--- src/rtl/instr_fetch_unit.sv ---
// Instruction fetch stage: owns the PC, issues one outstanding request to
// instruction memory and buffers returned words for decode.
//
// Ports:
//   clk, rst                 rising-edge clock, async active-high reset
//   IMemReq/IMemAddr         registered request and word-aligned address
//   IMemAck/IMemRData        memory completion and returned word
//   InstrValid/Instr/InstrPC buffer head presented to decode
//   DecReady                 decode consumes the head this cycle
//   Redirect/RedirectPC      one-cycle flush and refetch from a new PC
//   FetchFault               sticky misaligned-redirect fault
module instr_fetch_unit #(
    parameter logic [31:0] RESET_PC  = 32'h0000_0000,
    parameter int          BUF_DEPTH = 2
) (
    input  logic        clk,
    input  logic        rst,
    output logic        IMemReq,
    output logic [31:0] IMemAddr,
    input  logic        IMemAck,
    input  logic [31:0] IMemRData,
    output logic        InstrValid,
    output logic [31:0] Instr,
    output logic [31:0] InstrPC,
    input  logic        DecReady,
    input  logic        Redirect,
    input  logic [31:0] RedirectPC,
    output logic        FetchFault
);

    localparam int PW = $clog2(BUF_DEPTH);
    localparam int CW = PW + 1;
    localparam logic [CW-1:0] DEPTH = CW'(BUF_DEPTH);
    localparam logic [31:0] NOP = 32'h0000_0013;

    typedef enum logic [1:0] {
        S_FETCH,
        S_DROP,
        S_HALT
    } state_t;

    state_t        r_state;
    state_t        w_state_nxt;
    logic          r_req;
    logic          w_req_nxt;
    logic [31:0]   r_addr;
    logic [31:0]   w_addr_nxt;
    logic [31:0]   r_pc;
    logic [31:0]   w_pc_nxt;
    logic          r_fault;
    logic          w_fault_nxt;

    logic [31:0]   r_buf_pc   [BUF_DEPTH];
    logic [31:0]   r_buf_data [BUF_DEPTH];
    logic [PW-1:0] r_wptr;
    logic [PW-1:0] r_rptr;
    logic [CW-1:0] r_cnt;
    logic [CW-1:0] w_cnt_nxt;

    logic          w_ack;
    logic          w_pend;
    logic          w_push;
    logic          w_pop;
    logic          w_misalign;

    assign w_ack      = r_req && IMemAck;
    // Request still waiting for memory; its address must not move.
    assign w_pend     = r_req && !IMemAck;
    assign w_misalign = Redirect && (RedirectPC[1:0] != 2'b00);
    // Redirect wins over both buffer operations in the same cycle.
    assign w_push     = w_ack && (r_state == S_FETCH) && !Redirect;
    assign w_pop      = InstrValid && DecReady && !Redirect;

    assign InstrValid = (r_cnt != '0);
    assign Instr      = InstrValid ? r_buf_data[r_rptr] : NOP;
    assign InstrPC    = InstrValid ? r_buf_pc[r_rptr] : 32'h0;
    assign IMemReq    = r_req;
    assign IMemAddr   = r_addr;
    assign FetchFault = r_fault;

    always_comb begin
        w_cnt_nxt = r_cnt;
        if (Redirect) begin
            w_cnt_nxt = '0;
        end else if (w_push && !w_pop) begin
            w_cnt_nxt = r_cnt + CW'(1);
        end else if (!w_push && w_pop) begin
            w_cnt_nxt = r_cnt - CW'(1);
        end
    end

    always_comb begin
        w_state_nxt = r_state;
        w_pc_nxt    = r_pc;
        w_fault_nxt = r_fault;
        unique case (r_state)
            S_FETCH, S_DROP: begin
                if (w_misalign) begin
                    w_fault_nxt = 1'b1;
                    w_state_nxt = S_HALT;
                end else if (Redirect) begin
                    w_pc_nxt    = RedirectPC;
                    w_state_nxt = w_pend ? S_DROP : S_FETCH;
                end else if (r_state == S_DROP) begin
                    if (w_ack) w_state_nxt = S_FETCH;
                end else if (w_ack) begin
                    w_pc_nxt = r_pc + 32'd4;
                end
            end
            S_HALT: w_state_nxt = S_HALT;
            default: w_state_nxt = S_FETCH;
        endcase

        unique case (w_state_nxt)
            S_FETCH: w_req_nxt = (w_cnt_nxt < DEPTH);
            S_DROP:  w_req_nxt = 1'b1;
            default: w_req_nxt = w_pend;
        endcase

        w_addr_nxt = w_pend ? r_addr : w_pc_nxt;
    end

    always_ff @(posedge clk or posedge rst) begin
        if (rst) begin
            r_state <= S_FETCH;
            r_req   <= 1'b0;
            r_addr  <= RESET_PC;
            r_pc    <= RESET_PC;
            r_fault <= 1'b0;
        end else begin
            r_state <= w_state_nxt;
            r_req   <= w_req_nxt;
            r_addr  <= w_addr_nxt;
            r_pc    <= w_pc_nxt;
            r_fault <= w_fault_nxt;
        end
    end

    always_ff @(posedge clk or posedge rst) begin
        if (rst) begin
            r_wptr <= '0;
            r_rptr <= '0;
            r_cnt  <= '0;
        end else begin
            r_cnt <= w_cnt_nxt;
            if (Redirect) begin
                r_wptr <= '0;
                r_rptr <= '0;
            end else begin
                if (w_push) r_wptr <= r_wptr + PW'(1);
                if (w_pop)  r_rptr <= r_rptr + PW'(1);
            end
        end
    end

    always_ff @(posedge clk) begin
        if (w_push) begin
            r_buf_pc[r_wptr]   <= r_addr;
            r_buf_data[r_wptr] <= IMemRData;
        end
    end

endmodule
--- config.mk ---
export PLATFORM = sky130hd
export DESIGN_NAME = instr_fetch_unit
export DESIGN_NICKNAME = d
export VERILOG_FILES = /design/src/rtl/instr_fetch_unit.sv
export SDC_FILE = /design/constraint.sdc
export NUM_CORES = 1
export LEC_CHECK = 0
export CORE_MARGIN = 10
export CORE_UTILIZATION = 47
export DETAILED_ROUTE_END_ITERATION = 16
export PLACE_DENSITY = 0.82
export SLEW_MARGIN = 10
export SYNTH_ARGS = -nofsm -noshare
export SYNTH_HDL_FRONTEND = slang
export SYNTH_SLANG_ARGS = --single-unit
--- constraint.sdc ---
create_clock -name clk -period 6.1 [get_ports clk]
set_clock_uncertainty 0.15 [all_clocks]
set_input_delay 1.83 -clock clk [delete_from_list [all_inputs] [get_ports clk]]
set_output_delay 1.83 -clock clk [all_outputs]
set_load 0.01 [all_outputs]
==> results of run 1 <==
report_power, final:
group | leakage, nW | internal [mW] | total, mW | switching [mW]
combinational | 1.57 | 0.371 | 0.654 | 0.284
sequential | 2.09 | 1.53 | 1.66 | 0.130
clock | 0.262 | 0.604 | 1.09 | 0.482
per-layer routing:
layer | wire length (µm) | share of wire, % | GRT usage [%] | up-vias
met5 | 0 | 0 | 0 | -
met3 | 1430 | 6.9 | 4.38 | 20
met4 | 313 | 1.5 | 5.79 | 0
li1 | - | - | - | 2751
met1 | 8720 | 42 | 21.4 | 2823
met2 | 10300 | 49 | 27.5 | 245
worst max-delay path, cell delays in order (launching register included):
cell                              delay [ns]
sky130_fd_sc_hd__dfrtp_1                0.36
sky130_fd_sc_hd__inv_1                  0.09
sky130_fd_sc_hd__ha_2                   0.76
sky130_fd_sc_hd__buf_4                  0.43
sky130_fd_sc_hd__nor2_1                 0.11
sky130_fd_sc_hd__clkdlybuf4s50_1        0.50
stage by stage:
stage	util (%)	setup slack (ns)	cell area, µm²	std cells
finish	61.0	1.43	11000	1057
global route	61.0	1.26	11000	1057
CTS	61.0	1.40	11000	1057
detailed placement	57.9	1.42	10400	1025
global placement	57.9	1.46	10400	1025
floorplan	-	0.381	8640	660
cell usage after synthesis, types with 7 or more instances:
master	count
sky130_fd_sc_hd__mux2_2	21
sky130_fd_sc_hd__nand4_1	7
sky130_fd_sc_hd__and3_1	8
sky130_fd_sc_hd__inv_1	10
sky130_fd_sc_hd__nand2_1	30
sky130_fd_sc_hd__a31oi_1	10
sky130_fd_sc_hd__mux2i_1	69
sky130_fd_sc_hd__nor4_1	7
sky130_fd_sc_hd__a21oi_1	24
sky130_fd_sc_hd__nor2_1	101
sky130_fd_sc_hd__dfrtp_1	72
sky130_fd_sc_hd__clkbuf_1	21
sky130_fd_sc_hd__nor3_1	15
sky130_fd_sc_hd__o21ai_0	18
sky130_fd_sc_hd__edfxtp_1	128
sky130_fd_sc_hd__xnor2_1	8
sky130_fd_sc_hd__nand3_1	12
sky130_fd_sc_hd__a22oi_1	11
state kept, by name (all words and copies together), names as in the netlist:
name        flops
r_wptr          1
IMemAddr       32
IMemReq         1
r_buf_data     64
r_state         2
FetchFault      1
r_rptr          1
r_buf_pc       64
r_cnt           2
r_pc           32
layout by cell type (no fill, tap or decap), types with 3 or more instances in the layout:
| cell | Yosys | routed |
|---|---|---|
| sky130_fd_sc_hd__nand3_1 | 12 | 12 |
| sky130_fd_sc_hd__clkinvlp_4 | 0 | 4 |
| sky130_fd_sc_hd__and4_1 | 3 | 3 |
| sky130_fd_sc_hd__a31oi_1 | 10 | 10 |
| sky130_fd_sc_hd__o22ai_1 | 6 | 6 |
| sky130_fd_sc_hd__o21ai_0 | 18 | 18 |
| sky130_fd_sc_hd__nor2_1 | 101 | 101 |
| sky130_fd_sc_hd__dfrtp_1 | 72 | 71 |
| sky130_fd_sc_hd__nor2b_1 | 4 | 4 |
| sky130_fd_sc_hd__clkdlybuf4s50_1 | 0 | 167 |
| sky130_fd_sc_hd__clkbuf_1 | 21 | 3 |
| sky130_fd_sc_hd__inv_1 | 10 | 9 |
| sky130_fd_sc_hd__buf_4 | 2 | 8 |
| sky130_fd_sc_hd__clkbuf_16 | 0 | 17 |
| sky130_fd_sc_hd__nand4_1 | 7 | 7 |
| sky130_fd_sc_hd__a22oi_1 | 11 | 11 |
| sky130_fd_sc_hd__and3_1 | 8 | 7 |
| sky130_fd_sc_hd__a21oi_1 | 24 | 24 |
| sky130_fd_sc_hd__mux2_2 | 21 | 21 |
| sky130_fd_sc_hd__edfxtp_1 | 128 | 128 |
| sky130_fd_sc_hd__nor4_1 | 7 | 7 |
| sky130_fd_sc_hd__mux2i_1 | 69 | 69 |
| sky130_fd_sc_hd__xnor2_1 | 8 | 8 |
| sky130_fd_sc_hd__nor3_1 | 15 | 15 |
| sky130_fd_sc_hd__or2_2 | 3 | 3 |
| sky130_fd_sc_hd__nand2_1 | 30 | 30 |
| sky130_fd_sc_hd__clkinv_1 | 1 | 3 |
area by class of cell:
class                           instances  area (µm²)  share of cell area, %
Timing Repair Buffer                  175        1730                   15.7
Tap cell                              229         287                   2.60
Sequential cell                       200        5650                   51.3
Clock inverter                         12         129                   1.17
Inverter                               11        41.3                  0.375
Multi-Input combinational cell        410        2730                   24.8
Clock buffer                           20         437                   3.97
cell families after synthesis:
family | Yosys count | synth area share [%]
AOI/OAI and AO/OA | 98 | 7.48
buffers and inverters | 50 | 3.19
DFF | 200 | 65.4
xor gates and xnor gates | 8 | 0.812
muxes | 90 | 10.7
and+or+nand+nor | 212 | 12.1
adders and majority gates | 2 | 0.290
worst max-delay path by stage:
stage / startpoint / endpoint / slack [ns]
floorplan: IMemAck / r_buf_data[0][0] / 0.38
global placement: IMemAck / IMemAddr[30] / 1.46
detailed placement: IMemAck / IMemAddr[28] / 1.42
CTS: r_cnt[0] / InstrPC[21] / 1.40
global route: r_cnt[1] / InstrPC[18] / 1.26
finish: r_cnt[0] / InstrPC[20] / 1.43
==> out/summary.md, run 1 <==
The run finished with clean final reports. The run gives 20700 µm as the total wire length after detailed routing. Of all flip-flops after synthesis, the portion carrying an async set or reset was 36.0%. The number of DRC markers in iteration 0 was 513; the width of the chip was 156 µm. Global routing consumed, over all layers together, 16.9% of the routing resources. Routability-driven placement finished with a final weighted congestion of 0.878. The fill cell total of the finished layout was 1397. The power consumption was 3.40 mW; the final hold slack was 0.341 ns. Setup repair after global routing left no endpoint under its margin.

The run gives 24200 µm² as the area of the die. Mean area per synthesized cell: 13.1 µm². The initial cell density of the core was 47.9%; the share of the cycle needed by the critical path after routing was 76.5%.

The vertical extent of the die works out to 156 µm. The clock net in this run drives a total of 200 sinks. Count of standard-cell rows: 49. The endpoint of the worst hold path was FetchFault.

The via count of the first global-routing pass was 5753; the highest fanout seen on the critical path was 35. Classification of the worst setup path: flip-flop to output pin. The logs give 731 for the synthesized net count and 0 for the number of max-capacitance violations reported. The endpoint identified for the worst register-to-register timing path is IMemAddr[28]. The tools report the arrival time reported for the critical path endpoint as 2.69 ns. Ranked by total cell area, the synthesized netlist is headed by sky130_fd_sc_hd__edfxtp_1 45%, sky130_fd_sc_hd__dfrtp_1 21%, sky130_fd_sc_hd__mux2i_1 8.0%. Buffers inserted to repair hold after CTS numbered 0.

In the routed layout, each cell is associated on average with a via count of 5.52. The number of flops mapped to enable cells by yosys came out at 128. The distinct cell type count after synthesis is 68, and the number of CTS-inserted buffers is 17. For this design the static power due to leakage is 3.92 nW. The pre-antenna-repair detailed-routing pass consisted of 5 iterations. The clock latency of the later-clocked register in the worst-skew pair is 0.43 ns. STA classifies the critical path endpoint as an output pin.

For this run, the post-layout net count is 886. The worst setup path is launched from a flip-flop. The worst slew slack as a fraction of its limit is 15.8%, and the detailed-placement wirelength estimate is 14100 µm.

After clock tree synthesis, the clock-pin slew on the worst setup and hold paths is 0.07 ns. Dividing the detail-routed wire length by the instance count gives 19.6 µm. The share of synthesized area in the top cell type comes to 44.5%. The minimum period implied by the final worst setup slack was 4.67 ns. The type of the worst min-delay path was flip-flop to flip-flop. For the worst setup path, the data required time is 4.12 ns. Once the clock tree was built, the resizer swapped 0 gates to a different size. Static timing analysis puts the maximum clock frequency at 0.214 GHz.

The repair_antennas step left the layout with diodes totalling 0. Pin placement for this block handled 168 I/O pins. The most used flip-flop cell after synthesis is sky130_fd_sc_hd__edfxtp_1. Adding up every negative setup slack in the final design gives 0 ns. During synthesis, Yosys emitted a total of 0 warnings. For the H-tree level count, the log shows 4.

The area added between synthesis and finish came out at 27.5%. For this design the ratio of total power to cell area is 309 nW/µm². For flop-to-flop paths, the worst setup slack is 2.77 ns. The post-CTS setup buffer count is 0, and the cell count after synthesis is 660. The number of stages on the worst hold path works out to 1. The worst register-to-register path begins at r_state[1]. In this run the clock root is driven by a sky130_fd_sc_hd__clkbuf_16.

Sequential elements use 65.4% of the synthesized area. Buffers placed on the I/O ports in this run total 167. The slew of the pin with the lowest slew margin was 1.26 ns.

The fraction of final layout cells sized beyond drive strength 1 is 9.30%, and the number of setup violations in the final report is 0. The mapped netlist covers 8630 µm². For the number of vias after detailed routing, the log shows 5839. TritonCTS built the clock tree. The run gives 0 as the final hold violation count.

The core region is 18000 µm². The number of max-slew violations in the final report came out at 0. After detailed routing, the number of remaining DRC violations is 0. IR analysis of the VDD net gives a maximum drop of 216 µV. The flip-flop and latch count after synthesis was 200; the first-pass GRT wire length was 32200 µm.

In this run the remaining antenna-violating nets after routing total 0. Global routing finished with a remaining overflow of 0. The origin of the worst min-delay path is FetchFault. sky130_fd_sc_hd__edfxtp_1 takes more of the synthesized area than any other cell. The clock passes through at most 2 buffers.

Measured in cells, the most critical reg-to-reg path has a length of 6. The run gives 0 as the number of antenna violations at the first check in global routing. The tools report the maximum number of pins on one net before global-route repair as 66.
(Power assumes the default switching activity.)
==> run 2, diff against run 1 <==
CORE_UTILIZATION = 50   (was 47)
PLACE_DENSITY = 0.83   (was 0.82)
clock period = 4.85 ns   (was 6.1 ns; I/O delays follow)
==> out/summary.md, run 2 (synthesis gave the netlist of run 1 again) <==
The run finished with clean final reports. 168 I/O pins were placed. CTS built an H-tree with a depth of 4.

The library cells used most frequently in the layout, excluding fill and tap cells, are 167 x sky130_fd_sc_hd__clkdlybuf4s50_1, 128 x sky130_fd_sc_hd__edfxtp_1, 101 x sky130_fd_sc_hd__nor2_1. For the multi-input combinational cell area, the log shows 2730 µm². The tools report the static leakage as 3.97 nW. Buffers added to address setup during post-CTS repair amount to 0.

After clock tree synthesis, the clock-pin slew on the worst setup and hold paths is 0.07 ns. The initial utilization of the core area, before any placement, comes to 51.5%. Area added between synthesis and finish: 28.2%. Power spread over the standard cell area amounts to 377 nW/µm². The number of antenna violations at the first check in global routing is 0, and the clock latency of the later-clocked register in the worst-skew pair is 0.42 ns.

The highest fanout seen on the critical path is 20, and the number of DRC markers in iteration 0 is 485. Number of vias after detailed routing: 5962. TritonCTS created 17 clock buffers.

The logs give 0 for the final hold violation count and 230 µV for the peak ir drop on the vdd network. The largest registers in the layout are r_buf_data: 64 flops, r_buf_pc: 64 flops. The net count reported at finish is 897, and the antenna cell count is 0.

The number of setup violations in the final report is 0. Clock tree synthesis found a total of 200 sinks. The vertical extent of the die was 151 µm.

The count of port buffers added during placement was 167; the required time at the worst-slack endpoint was 3.24 ns. In this run the critical register-to-register path is launched from r_state[1]. After clock tree synthesis, the repair step resized 0 gates. Number of max-slew violations in the final report: 0. After filler insertion, the fill cell instance count of the layout stands at 1259.

TritonCTS built the clock tree. The count of nets left with antenna violations once routing finished came out at 0. For this run, the share of the core covered by cells in the final layout is 66.0%. In this run the most critical hold path is launched from IMemAddr[31]. The run gives 5650 µm² as the sequential standard cell area. The tightest min-delay check is of the flip-flop to flip-flop type. The first detailed-routing pass ran for 5 iterations. No sink is reached through more buffers than the 2 on the longest clock path. The number of hold buffers added after CTS was 0.

The average vias per placed instance works out to 5.63. The die covers 22900 µm². The classification of the worst setup path was flip-flop to output pin. Global routing finished with a remaining overflow of 0.

The region available for standard cell placement spans 16800 µm². The fraction of final layout cells sized beyond drive strength 1 came out at 10.4%. The logs give 0 for the post-route DRC violation count and 0 for the number of max-capacitance violations reported. The worst pin sits at a relative slew slack of 28.3%. In the final routed layout, each cell accounts on average for 19.5 µm. Entering global routing, the biggest net connects 73 pins. Data on the critical path arrives at its endpoint at 2.31 ns. The design draws 4.18 mW. The tools report the category of the worst setup path launch point as a flip-flop. The library cell used most frequently in the layout, excluding fill and tap cells, is sky130_fd_sc_hd__clkdlybuf4s50_1.

The final hold slack was 0.350 ns. Setup repair after global routing left no endpoint under its margin. The worst path uses 80.7% of the clock period. For the achievable frequency, the log shows 0.255 GHz. The launch point of the worst path was r_cnt[0]. In this run, placement finished with an instance count of 1027. The worst setup path is captured at an output pin.

The first global-routing pass estimated 31900 µm of wire. The minimum period implied by the final worst setup slack is 3.92 ns, and the detailed-placement wirelength estimate is 14100 µm. The clock tree root driver cell was sky130_fd_sc_hd__clkbuf_16.

The overall routing resource usage came out at 18.0%. The via count of the first global-routing pass was 5787; the summed negative setup slack over all endpoints was 0 ns. The count of standard-cell rows is 47, and the final weighted congestion in routability-driven placement is 0.961. The die is 151 µm wide. The slew of the pin with the lowest slew margin works out to 1.07 ns.

The routed design has 20700 µm of wire. The run gives 1059 as the non-filler instance count after layout.
-- run 2: cell types whose count changed in the layout (fill, tap and decap cells not counted), sizes merged --
| cell | change |
|---|---|
| bufinv | -2 |
| inv | -1 |
| clkinvlp | -1 |
| buf | +11 |
| clkinv | +4 |
-- run 2: metrics by stage --
stage	worst slack [ns]	area, µm²
floorplan	0.365	8640
global placement	0.969	10500
detailed placement	0.896	10500
CTS	0.877	11100
global route	0.783	11100
finish	0.934	11100
-- run 2: cell type report --
class | instances | area share [%]
Sequential cell | 200 | 51.1
Multi-Input combinational cell | 410 | 24.7
Clock inverter | 12 | 0.713
Clock buffer | 20 | 3.95
Inverter | 11 | 0.373
Tap cell | 220 | 2.49
Timing Repair Buffer | 186 | 16.7
-- run 2: layer usage --
| metal | GRT usage, % | wire length (µm) | up-vias |
|---|---|---|---|
| met5 | 0 | 0 | - |
| li1 | - | - | 2778 |
| met4 | 4.91 | 259 | 0 |
| met2 | 29.6 | 10200 | 269 |
| met3 | 5.07 | 1820 | 29 |
| met1 | 22.9 | 8400 | 2886 |
-- run 2: worst paths after layout --
check / to / slack (ns) / depth (start not counted)
worst min register to register: r_buf_pc[1][31] / 0.35 / 0
max in group asynchronous: r_rptr / 2.96 / 3
min in group asynchronous: r_pc[25] / 1.27 / 3
worst max register to register: IMemAddr[30] / 2.02 / 7
worst min-delay path: r_buf_pc[1][31] / 0.35 / 0
worst max-delay path: Instr[11] / 0.93 / 5
-- run 2: worst max-delay path, cell delays in order (launching register included) --
cell                              delay, ns
sky130_fd_sc_hd__dfrtp_1               0.36
sky130_fd_sc_hd__inv_1                 0.09
sky130_fd_sc_hd__ha_2                  0.52
sky130_fd_sc_hd__buf_4                 0.34
sky130_fd_sc_hd__nor2_1                0.08
sky130_fd_sc_hd__clkdlybuf4s50_1       0.49
-- run 2: where the power goes --
part	internal [mW]	switching [mW]
Combinational	0.474	0.401
Sequential	1.93	0.127
Clock	0.652	0.596
Total	3.05	1.12
==> run 3, diff against run 2 <==
CORE_UTILIZATION = 47   (was 50)
PLACE_DENSITY = 0.82   (was 0.83)
clock period = 3.2 ns   (was 4.85 ns; I/O delays follow)
==> out/summary.md, run 3 (synthesis gave the netlist of run 1 again) <==
The run finished with clean final reports. The overall routing resource usage is 17.4%, and the average vias per placed instance is 5.50. For the via count of the first global-routing pass, the log shows 5871. For this run, the top clock speed supported by timing is 0.319 GHz.

Dividing the detail-routed wire length by the instance count gives 19.8 µm. The classification of the worst setup path is flip-flop to output pin. Max-cap violations in this run came to 0.

For the pin with the worst max-slew slack, the measured transition is 0.492 ns. The tools report the element type at the critical path end as an output pin. Summing all multi-input logic gate instances after layout gives 2750 µm². The category of the worst setup path launch point is a flip-flop.

The clock passes through at most 2 buffers. On the final layout, the worst hold slack is 0.339 ns. The remaining antenna violation count after routing is 0, and the area of the die is 24200 µm². The count of TritonRoute iterations in the first routing pass was 5; the static leakage was 4.18 nW. The final weighted congestion in routability-driven placement is 0.888. Final hold violation count: 0.

The initial cell density of the core is 47.9%, and the count of port buffers added during placement is 167. The arrival time reported for the critical path endpoint is 2.02 ns. The clock reaches the later pin of the worst-skew pair after 0.43 ns.

STA puts the critical path data required time at 2.09 ns. The endpoint identified for the worst register-to-register timing path is IMemAddr[16]. Along the worst path, the maximum fanout reaches 41.

The number of antenna violations at the first check in global routing is 0, and the minimum period implied by the final worst setup slack is 3.13 ns. The final layout contains routed wiring with a total length of 21600 µm. Setup repair after global routing could not meet its margin everywhere.

For the setup slack of the most critical reg-to-reg path, the log shows 0.79 ns. Entering global routing, the biggest net connects 59 pins. The tools report the count of standard-cell rows as 49.

Setup violations remaining at the end of the flow were counted as 0. Measured along the x axis, the die boundary spans 156 µm. In the layout the commonest cells are 165 x sky130_fd_sc_hd__clkdlybuf4s50_1, 128 x sky130_fd_sc_hd__edfxtp_1, 101 x sky130_fd_sc_hd__nor2_1. The number of max-slew violations in the final report was 0; the depth of the most critical reg-to-reg path was 7. The clock drives 200 sinks.

The fraction of final layout cells sized beyond drive strength 1 was 13.4%. The tools report the timing endpoint of the critical path as InstrPC[16]. The tools report the beginning of the worst register-to-register path as r_state[1]. The floorplan step set the die height to 156 µm. The largest registers in the layout are r_buf_data: 64 flops, r_buf_pc: 64 flops. TritonCTS built the clock tree. The sequential cells in the finished layout cover a total of 5650 µm². The layout has 1365 filler cells. 168 I/O pins were placed. The worst-case IR drop observed on VDD is 369 µV. The logs give 67.0% for the worst slew slack as a fraction of its limit and 0 for the post-route DRC violation count. The antenna cell count is 0, and the number of stages on the worst hold path is 1. For this design, the CTS-stage hold fixing added 0 buffers.

Of the available clock period, the critical path in the final layout requires 97.9%. Type of the worst min-delay path: flip-flop to flip-flop. Cells fill 63.4% of the core in the end. The number of instances in the placed design came out at 1056. The most critical setup path has its startpoint at r_rptr.

The number of DRC markers in iteration 0 is 514. From synthesis to final layout, the design area changed by 32.4%. For this run the aggregate overflow at the end of global routing stands at 0.

The leading cell type in the layout, fill and taps excluded is sky130_fd_sc_hd__clkdlybuf4s50_1. The H-tree was split into 4 levels. The finished layout holds 1089 standard cells, fillers aside.

Power spread over the standard cell area amounts to 573 nW/µm². Clock tree synthesis inserted a total of 17 buffers. The first-pass GRT wire length came out at 33100 µm.

The run gives 18000 µm² as the placeable core area. The final route contains 5987 vias. The run gives 15200 µm as the detailed-placement wirelength estimate. At the end of the flow, the number of nets in the layout was 918. The clock tree root driver cell is sky130_fd_sc_hd__clkbuf_16. Clock transition at the registers of the reported paths: 0.07 ns.
==> run 3: power breakdown <==
group          internal [mW]  switching (mW)
clock                   1.11           0.958
combinational          0.748           0.636
sequential              2.92           0.176
==> run 3: per-layer routing <==
metal | track usage, % | vias up | share of wire [%]
met5 | 0 | - | 0
met4 | 4.90 | 0 | 1.6
met3 | 4.99 | 30 | 8.0
met2 | 27.6 | 252 | 48
met1 | 22.8 | 2892 | 42
li1 | - | 2813 | -
==> run 3: stage by stage <==
stage | cell area [µm²] | power [mW] | TNS (ns) | setup slack, ns
2_1_floorplan | 8670 | 3.75 | -30.57 | -0.478
4_1_cts | 11400 | 6.61 | 0 | 0.0598
3_3_place_gp | 10800 | 4.50 | 0 | 0.0152
5_1_grt | 11400 | 6.83 | -0.00397 | -0.00397
3_5_place_dp | 10800 | 4.53 | -0.0992 | -0.0468
6_report | 11400 | 6.55 | 0 | 0.0675
==> run 3: worst min-delay path by stage <==
stage / start / endpoint
floorplan: r_pc[0] / r_pc[0]
global placement: FetchFault / FetchFault
detailed placement: FetchFault / FetchFault
CTS: FetchFault / FetchFault
global route: IMemAddr[29] / r_buf_pc[0][29]
finish: FetchFault / FetchFault
==> run 3: final cells by class <==
class	count	share of cell area, %
timing repair buffer	207	18.5
inverter	11	0.361
tap	229	2.51
clock inverter	14	1.20
sequential	200	49.5
multi-input combinational	410	24.1
clock buffer	18	3.84
==> run 3: what timing repair did <==
action	CTS	global route
pin swaps	1	0
setup endpoints to repair	49	5
resized for setup	1	3
setup buffers	1	0
==> run 3: critical path, stage by stage, from the launching register on <==
cell and delay, ns:
sky130_fd_sc_hd__dfrtp_4 0.50, sky130_fd_sc_hd__buf_12 0.21, sky130_fd_sc_hd__mux2i_1 0.15, sky130_fd_sc_hd__nor2_1 0.15, sky130_fd_sc_hd__clkdlybuf4s50_1 0.57
